File: config.mk
export PLATFORM = sky130hd
export DESIGN_NAME = pc_fetch_unit
export DESIGN_NICKNAME = d
export VERILOG_FILES = /design/src/rtl/pc_fetch_unit.sv
export SDC_FILE = /design/constraint.sdc
export NUM_CORES = 1
export LEC_CHECK = 0
export CORE_UTILIZATION = 55
export DETAILED_ROUTE_END_ITERATION = 12
export HOLD_SLACK_MARGIN = 0.12
export PLACE_DENSITY = 0.87
export SYNTH_ARGS = -nofsm -noshare
export SYNTH_HDL_FRONTEND = slang
export SYNTH_SLANG_ARGS = --single-unit
File: constraint.sdc
create_clock -name clk -period 13.2 [get_ports clk]
set_input_delay 3.96 -clock clk [delete_from_list [all_inputs] [get_ports clk]]
set_output_delay 3.96 -clock clk [all_outputs]
set_load 0.05 [all_outputs]
File: src/rtl/pc_fetch_unit.sv
// pc_fetch_unit: instruction-fetch / next-PC stage ahead of control_unit.
//   Holds the PC and fetches one word at a time over a req/ready handshake.
//   It then waits one cycle for control_unit's registered decode.
//   Finally it resolves the next PC from the 4-bit branch select.
// Optional feature macro: MISALIGN_TRAP_EN. When it is defined, a jr to a
//   misaligned target redirects to TRAP_PC and pulses misalign.
// Ports:
//   clk, rst           clock / synchronous active-high reset
//   imem_req/addr      fetch request and address (= pc)
//   imem_ready/rdata   memory accept + returned word (same cycle)
//   ir_out/ir_valid    latched instruction for decode, valid flag
//   pc_out             PC of the instruction held in ir_out
//   branch             branch select from control_unit
//   rs_val/rt_val      register operands (signed compares)
//   stall              holds RESOLVE
//   taken              1-cycle pulse when the PC leaves the pc+4 path
//   link_addr          pc+4 captured on jal
//   misalign           1-cycle pulse on a trapped misaligned jr
module pc_fetch_unit #(
  parameter int unsigned          ADDR_W   = 32,
  parameter logic [ADDR_W-1:0]    RESET_PC = '0,
  parameter logic [ADDR_W-1:0]    TRAP_PC  = ADDR_W'(32'h0000_0080)
) (
  input  logic              clk,
  input  logic              rst,
  output logic              imem_req,
  output logic [ADDR_W-1:0] imem_addr,
  input  logic              imem_ready,
  input  logic [31:0]       imem_rdata,
  output logic [31:0]       ir_out,
  output logic              ir_valid,
  output logic [ADDR_W-1:0] pc_out,
  input  logic [3:0]        branch,
  input  logic [31:0]       rs_val,
  input  logic [31:0]       rt_val,
  input  logic              stall,
  output logic              taken,
  output logic [ADDR_W-1:0] link_addr,
  output logic              misalign
);

  typedef enum logic [1:0] {
    IDLE     = 2'd0,
    FETCH    = 2'd1,
    WAIT_CTL = 2'd2,
    RESOLVE  = 2'd3
  } state_t;

  state_t            state_q, state_d;
  logic              idle_wait_q;
  logic [ADDR_W-1:0] pc_q;
  logic [ADDR_W-1:0] p4, bt, jt, npc;
  logic              cond, trap;

  assign imem_addr = pc_q;

  // State sequencing and request decode.
  // IDLE holds for one full cycle after reset release.
  always_comb begin
    state_d  = state_q;
    imem_req = 1'b0;
    case (state_q)
      IDLE:     if (!idle_wait_q) state_d = FETCH;
      FETCH: begin
        imem_req = 1'b1;
        if (imem_ready) state_d = WAIT_CTL;
      end
      WAIT_CTL: state_d = RESOLVE;
      RESOLVE:  if (!stall) state_d = FETCH;
      default:  state_d = IDLE;
    endcase
  end

  // Next-PC resolution.
  always_comb begin
    p4   = pc_q + ADDR_W'(4);
    bt   = p4 + {{(ADDR_W-18){ir_out[15]}}, ir_out[15:0], 2'b00};
    jt   = {p4[ADDR_W-1:28], ir_out[25:0], 2'b00};
    cond = 1'b0;
    trap = 1'b0;
    case (branch)
      4'b0011: cond = (rs_val == rt_val);
      4'b0100: cond = (rs_val != rt_val);
      4'b0101: cond = ($signed(rs_val) <= 0);
      4'b0110: cond = ($signed(rs_val) > 0);
      4'b0111: cond = ($signed(rs_val) <  $signed(rt_val));
      4'b1000: cond = ($signed(rs_val) >  $signed(rt_val));
      4'b1001: cond = ($signed(rs_val) >= $signed(rt_val));
      4'b1010: cond = ($signed(rs_val) <= $signed(rt_val));
      default: cond = 1'b0;
    endcase
    case (branch)
      4'b0001, 4'b1011: npc = jt;
`ifdef MISALIGN_TRAP_EN
      4'b0010: begin
        trap = (rs_val[1:0] != 2'b00);
        npc  = trap ? TRAP_PC : {rs_val[ADDR_W-1:2], 2'b00};
      end
`else
      4'b0010: npc = {rs_val[ADDR_W-1:2], 2'b00};
`endif
      4'b0011, 4'b0100, 4'b0101, 4'b0110,
      4'b0111, 4'b1000, 4'b1001, 4'b1010: npc = cond ? bt : p4;
      default: npc = p4;
    endcase
  end

  always_ff @(posedge clk) begin
    if (rst) begin
      state_q     <= IDLE;
      idle_wait_q <= 1'b1;
      pc_q        <= RESET_PC;
      ir_out      <= '0;
      ir_valid    <= 1'b0;
      pc_out      <= '0;
      taken       <= 1'b0;
      link_addr   <= '0;
      misalign    <= 1'b0;
    end else begin
      state_q  <= state_d;
      taken    <= 1'b0;
      misalign <= 1'b0;
      if (state_q == IDLE) idle_wait_q <= 1'b0;
      if (state_q == FETCH && imem_ready) begin
        ir_out   <= imem_rdata;
        ir_valid <= 1'b1;
        pc_out   <= pc_q;
      end
      if (state_q == RESOLVE && !stall) begin
        pc_q     <= npc;
        ir_valid <= 1'b0;
        // Pulse depends on the resolved address, so a branch that lands on p4 is silent.
        taken    <= (npc != p4) || trap;
        misalign <= trap;
        if (branch == 4'b1011) link_addr <= p4;
      end
    end
  end

endmodule

==> results of run 1 <==
[layer usage]
layer	vias up	routed length [um]	share of wire, %	track usage [%]
li1	5122	-	-	-
met1	5161	14200	38	51.2
met2	728	16800	46	63.6
met3	137	4360	12	9.76
met4	0	1510	4.1	18.5
met5	-	0	0	0
[critical path: stages]
cell	delay [ns]
clkdlybuf4s50_1	1.12
inv_1	0.31
nand3_1	0.16
o21ai_0	0.10
nand2_1	0.13
nand2b_1	0.07
a211oi_1	1.04
nor2_2	0.38
o21ai_1	1.07
a41oi_1	0.14
nor4_2	0.31
a311oi_1	0.13
[stage by stage]
stage	instances	power, mW	area, um2	setup WS, ns
floorplan	1311	0.771	9790	6.30
global placement	1707	0.928	12200	4.59
detailed placement	1707	0.933	12200	4.41
CTS	1739	1.40	12700	4.86
global route	1739	1.46	12700	4.46
finish	1739	1.41	12700	4.54
[power breakdown]
part	switching, mW	leakage [nW]	internal [mW]	total, mW
sequential	0.0353	1.07	0.424	0.459
clock	0.214	0.281	0.254	0.469
combinational	0.307	3.63	0.175	0.482
[layout make-up]
cell class / count / area [um2] / share of cell area, %
Multi-Input combinational cell: 1011 / 6430 / 50.5
Sequential cell: 133 / 2660 / 20.9
Timing Repair Buffer: 251 / 2470 / 19.4
Clock buffer: 18 / 439 / 3.45
Inverter: 87 / 327 / 2.56
Tap cell: 225 / 282 / 2.21
Clock inverter: 14 / 130 / 1.02
[path summary, 6_finish.rpt]
path,endpoint,from,slack [ns],depth (start not counted)
min reg2reg,pc_out[0],pc_out[0],0.45,2
max reg2reg,taken,imem_addr[2],6.73,18
max,taken,branch[2],4.54,12
min,pc_out[0],pc_out[0],0.45,2
[flip-flops by register name, summed over array words and instances (netlist names)]
name and flops:
imem_addr 32, ir_out 32, link_addr 32, pc_out 32
state_q 2, idle_wait_q 1, ir_valid 1, taken 1
[placed cells by master (no fill, tap or decap), drive strengths merged, types with 5 or more instances in the layout]
cell           count
a2111oi           14
a211o              6
a211oi            45
a21boi             6
a21o              15
a21oi            126
a221o              5
a221oi            10
a22o               9
a22oi             14
a32oi             13
and2               9
and3              15
and4               7
buf               18
clkbuf            18
clkdlybuf4s50    233
dfxtp            133
ha                66
inv               98
nand2            186
nand2b            10
nand3             32
nand4             17
nor2             118
nor2b              9
nor3              48
nor3b              6
nor4              16
o211ai             5
o21a              10
o21ai             41
o31ai             12
or2                6
or3               13
xnor2             37
xor2              16
[cells by family after synthesis]
logic type      share of synthesized area, %
simple gates                            24.7
compound gates                          26.5
buf+inv                                 7.21
flops                                   27.2
fa+ha+maj                               8.64
xor+xnor                                4.97
mux                                    0.754
other cells                           0.0383
==> results_dict.tcl, run 1 <==
set metrics [dict create \
    utilization_pct 73.4 \
    setup_viol 0 \
    cts_resized 0 \
    finalHoldViolCount 0 \
    first_pass_iters 8 \
    synth_area_mm2 0.00979 \
    drive_above_1_share_pct 5.81 \
    drt_iter0_drc 1240 \
    totalWireLength_um 36800 \
    rsz0062_at_grt "no" \
    ys_seq_area_share_pct 27.2 \
    path_class "input pin to register" \
    cp.arrival_ns 8.92 \
    end_kind "register" \
    vias_per_cell 6.41 \
    yosys.area.top_type "dfxtp_1" \
    ir_drop_uv 106 \
    critPathLaunchType "input pin" \
    ys_types 93 \
    grt_overflow 0 \
    ant_nets 0 \
    fmax_mhz 115 \
    hp-class "register to register" \
    fp.coreArea_mm2 0.0174 \
    critPathMaxFanout 29 \
    synth.most_common_cell "nand2_1" \
    clock_sinks 133 \
    rows 48 \
    die-area_mm2 0.0183 \
    maxCapViolCount 0 \
    initial_core_util_pct 56.4 \
    hpwl_um 27700 \
    grt_pass1_wl_um 56300 \
    holdWs_ns 0.453 \
    ios 236 \
    outcome "complete, no violations" \
    synthToLayoutAreaGrowth_pct 30.2 \
    syn-mean-instance-area_um2 7.47 \
    postCtsSetupBuffers 0 \
    period_needed_ns 8.66 \
    die_y_um 135 \
    die_w_um 135 \
    grt.total_usage_pct 40.2 \
    tightestPinTransition_ns 1.27 \
    synthTopCellsByCount "nand2_1 (186), dfxtp_1 (133), a21oi_1 (126), nor2_1 (117), inv_1 (87)" \
    cts_hold_buf 0 \
    synth_seq_cells 133 \
    io_buffers 234 \
    final_max_slew_viol_count 0 \
    clockBufferDepth 2 \
    antenna_found_initial 0 \
    final_nets 1672 \
    synth_top_area_share_pct 27.2 \
    fillers 1361 \
    synth_edf_count 0 \
    finalCritPeriodShare_pct 65.6 \
    p_leak_nw 4.98 \
    drc 0 \
    slew_headroom_pct 14.8 \
    ys.flop_type "dfxtp_1" \
    p_per_area_mw_per_mm2 111 \
    syn_nets 1482 \
    num_antenna_cells 0 \
    cts_made_buffers 17 \
    wl_per_cell_um 21.2 \
    ys_top_cells_by_area "dfxtp_1 (27%), ha_1 (8.4%), nand2_1 (7.1%)" \
    gp_congestion 1.05 \
    vias 11100 \
    clk_pin_slew_ns 0.06 \
    netlist_instances 1311 \
    clock_skew_ns 0.0129 \
    tritoncts "built" \
    synth-async-reset-ratio_pct 0 \
    grt_start_max_net_pins 75 \
    cts_root_buffer "clkbuf_16" \
    yosysWarningCount 0 \
    clock_latency_ns 0.43 \
    cts_max_level 4 \
    final.setup.tns_ns 0 \
    grt_pass1_vias 10300 \
    cp.required_ns 13.46 \
]
Note: power is estimated with default switching activity, not from simulation.
==> run 2, diff against run 1 <==
- CORE_UTILIZATION: 55 -> 46
- PLACE_DENSITY: 0.87 -> 0.78
- clock period: 13.2 -> 7.4 ns (I/O delays scaled with it)
==> run 2 against run 1 <==
Against the previous run:
- clock power up 100%
- largest cell class unchanged
- register-to-register slack got worse by 5.3 ns
- final cell count grew 3.3%
- setup slack lost 3.4 ns
==> results_dict.tcl, run 2 (synthesis gave the netlist of run 1 again) <==
set metrics [dict create \
    final_nets 1684 \
    totalWireLength_um 38500 \
    ios 236 \
    drt_iter0_drc 1149 \
    vias_per_cell 6.15 \
    final.setup.tns_ns 0 \
    switchingPower_mw 1.03 \
    clock_latency_ns 0.43 \
    maxCapViolCount 0 \
    rows 52 \
    clockBufferDepth 2 \
    clk_pin_slew_ns 0.07 \
    fillers 1850 \
    ir_drop_uv 149 \
    hpwl_um 29400 \
    cts_max_level 4 \
    ant_nets 0 \
    final_max_slew_viol_count 0 \
    hp-class "register to register" \
    die-area_mm2 0.0219 \
    period_needed_ns 6.30 \
    rsz0062_at_grt "no" \
    postCtsSetupBuffers 0 \
    multi_input_area_mm2 0.00644 \
    critPathLaunchType "input pin" \
    grt_pass1_vias 10400 \
    grt_overflow 0 \
    die_y_um 148 \
    layout_commonest_cell "clkdlybuf4s50_1" \
    seqPwrFrac_pct 31.0 \
    setup_ws_ns 1.10 \
    tightestPinTransition_ns 1.20 \
    slew_headroom_pct 19.2 \
    vias 11000 \
    die_w_um 148 \
    clkPwrFrac_pct 35.7 \
    fp.coreArea_mm2 0.0206 \
    io_buffers 234 \
    grt_pass1_wl_um 59200 \
    fmax_mhz 159 \
    end_kind "register" \
    outcome "complete, no violations" \
    layout.cells.non_filler 1796 \
    cp.required_ns 7.66 \
    initial_core_util_pct 47.6 \
    clock_sinks 133 \
    finalHoldViolCount 0 \
    critPathMaxFanout 16 \
    dp.cells 1764 \
    num_antenna_cells 0 \
    cp_cell_sequence "clkdlybuf4s50_1 -> xnor2_1 -> and3_1 -> a22oi_1 -> a2111oi_0 -> a21o_1 -> a21oi_1 -> or4_1 -> a221o_1 -> nor4_2 -> a311oi_1" \
    path_class "input pin to register" \
    antenna_found_initial 0 \
    cp_slowest_cell "xnor2_1" \
    cp.arrival_ns 6.56 \
    synthToLayoutAreaGrowth_pct 32.4 \
    wl_per_cell_um 21.4 \
    max_stage_delay_ns 1.08 \
    utilization_pct 63.0 \
    first_pass_iters 8 \
    gp_congestion 1.02 \
    cts_made_buffers 17 \
    grt_start_max_net_pins 81 \
    cts_resized 0 \
    clock_skew_ns 0.0141 \
    drive_above_1_share_pct 6.55 \
    tritoncts "built" \
    holdWs_ns 0.454 \
    drc 0 \
    comb_power_share_pct 33.3 \
    grt.total_usage_pct 35.2 \
    pre_cts_ws_ns 0.758 \
    p_leak_nw 5.07 \
    p_per_area_mw_per_mm2 203 \
    setup_viol 0 \
    cts_hold_buf 0 \
    power_switching_share_pct 39.3 \
    most-common-layout-cells "clkdlybuf4s50_1 (233), nand2_1 (185), dfxtp_1 (133), a21oi_1 (126), nor2_1 (116)" \
    layout.area.seq_mm2 0.00266 \
    cts_root_buffer "clkbuf_16" \
    p_int_mw 1.60 \
    finalCritPeriodShare_pct 85.1 \
]
-- run 2: changes by cell type in the layout (fill, tap and decap cells not counted), moves of 2 or more --
cell,before,now
inv_8,2,6
buf_4,18,30
clkinv_8,1,3
bufinv_16,0,2
inv_6,9,2
-- run 2: worst max-delay path: cells and delay by family --
family | cells | cell delay (ns)
AOI/OAI and AO/OA | 6 | 1.34
xor gates and xnor gates | 1 | 1.08
buffers and inverters | 1 | 0.70
and+or+nand+nor | 3 | 1.22
-- run 2: power by group through the flow --
stage	clock, mW	sequential (mW)	combinational [mW]
3_5_place_dp	0	0.831	0.855
6_report	0.939	0.817	0.875
2_1_floorplan	0	0.927	0.448
3_3_place_gp	0	0.831	0.850
5_1_grt	0.971	0.821	0.935
4_1_cts	0.941	0.815	0.859
-- run 2: area by class of cell --
class | instances | area share (%)
clock buffers | 17 | 3.28
clock inverters | 15 | 1.61
inverters | 87 | 2.52
multi-input cells | 1011 | 49.7
flip-flops and latches | 133 | 20.6
well taps | 270 | 2.61
repair buffers | 263 | 19.7
-- run 2: layer usage --
| layer | global-route usage [%] | routed length, um | vias to the layer above |
|---|---|---|---|
| li1 | - | - | 5155 |
| met3 | 7.72 | 3640 | 100 |
| met1 | 45.5 | 15800 | 5143 |
| met2 | 57.0 | 17600 | 647 |
| met5 | 0 | 0 | - |
| met4 | 14.0 | 1470 | 0 |
-- run 2: path summary, 6_finish.rpt --
path                start         end  slack (ns)  cells past startpoint
max             branch[1]       taken        1.10                     11
min            ir_out[31]  ir_out[31]        0.45                      2
max reg2reg  imem_addr[3]       taken        1.42                     18
min reg2reg    ir_out[31]  ir_out[31]        0.45                      2
-- run 2: metrics by stage --
| stage | area (um2) | total power, mW |
|---|---|---|
| 6_report | 13000 | 2.63 |
| 5_1_grt | 13000 | 2.73 |
| 4_1_cts | 13000 | 2.62 |
| 3_5_place_dp | 12300 | 1.69 |
| 3_3_place_gp | 12300 | 1.68 |
| 2_1_floorplan | 9790 | 1.37 |
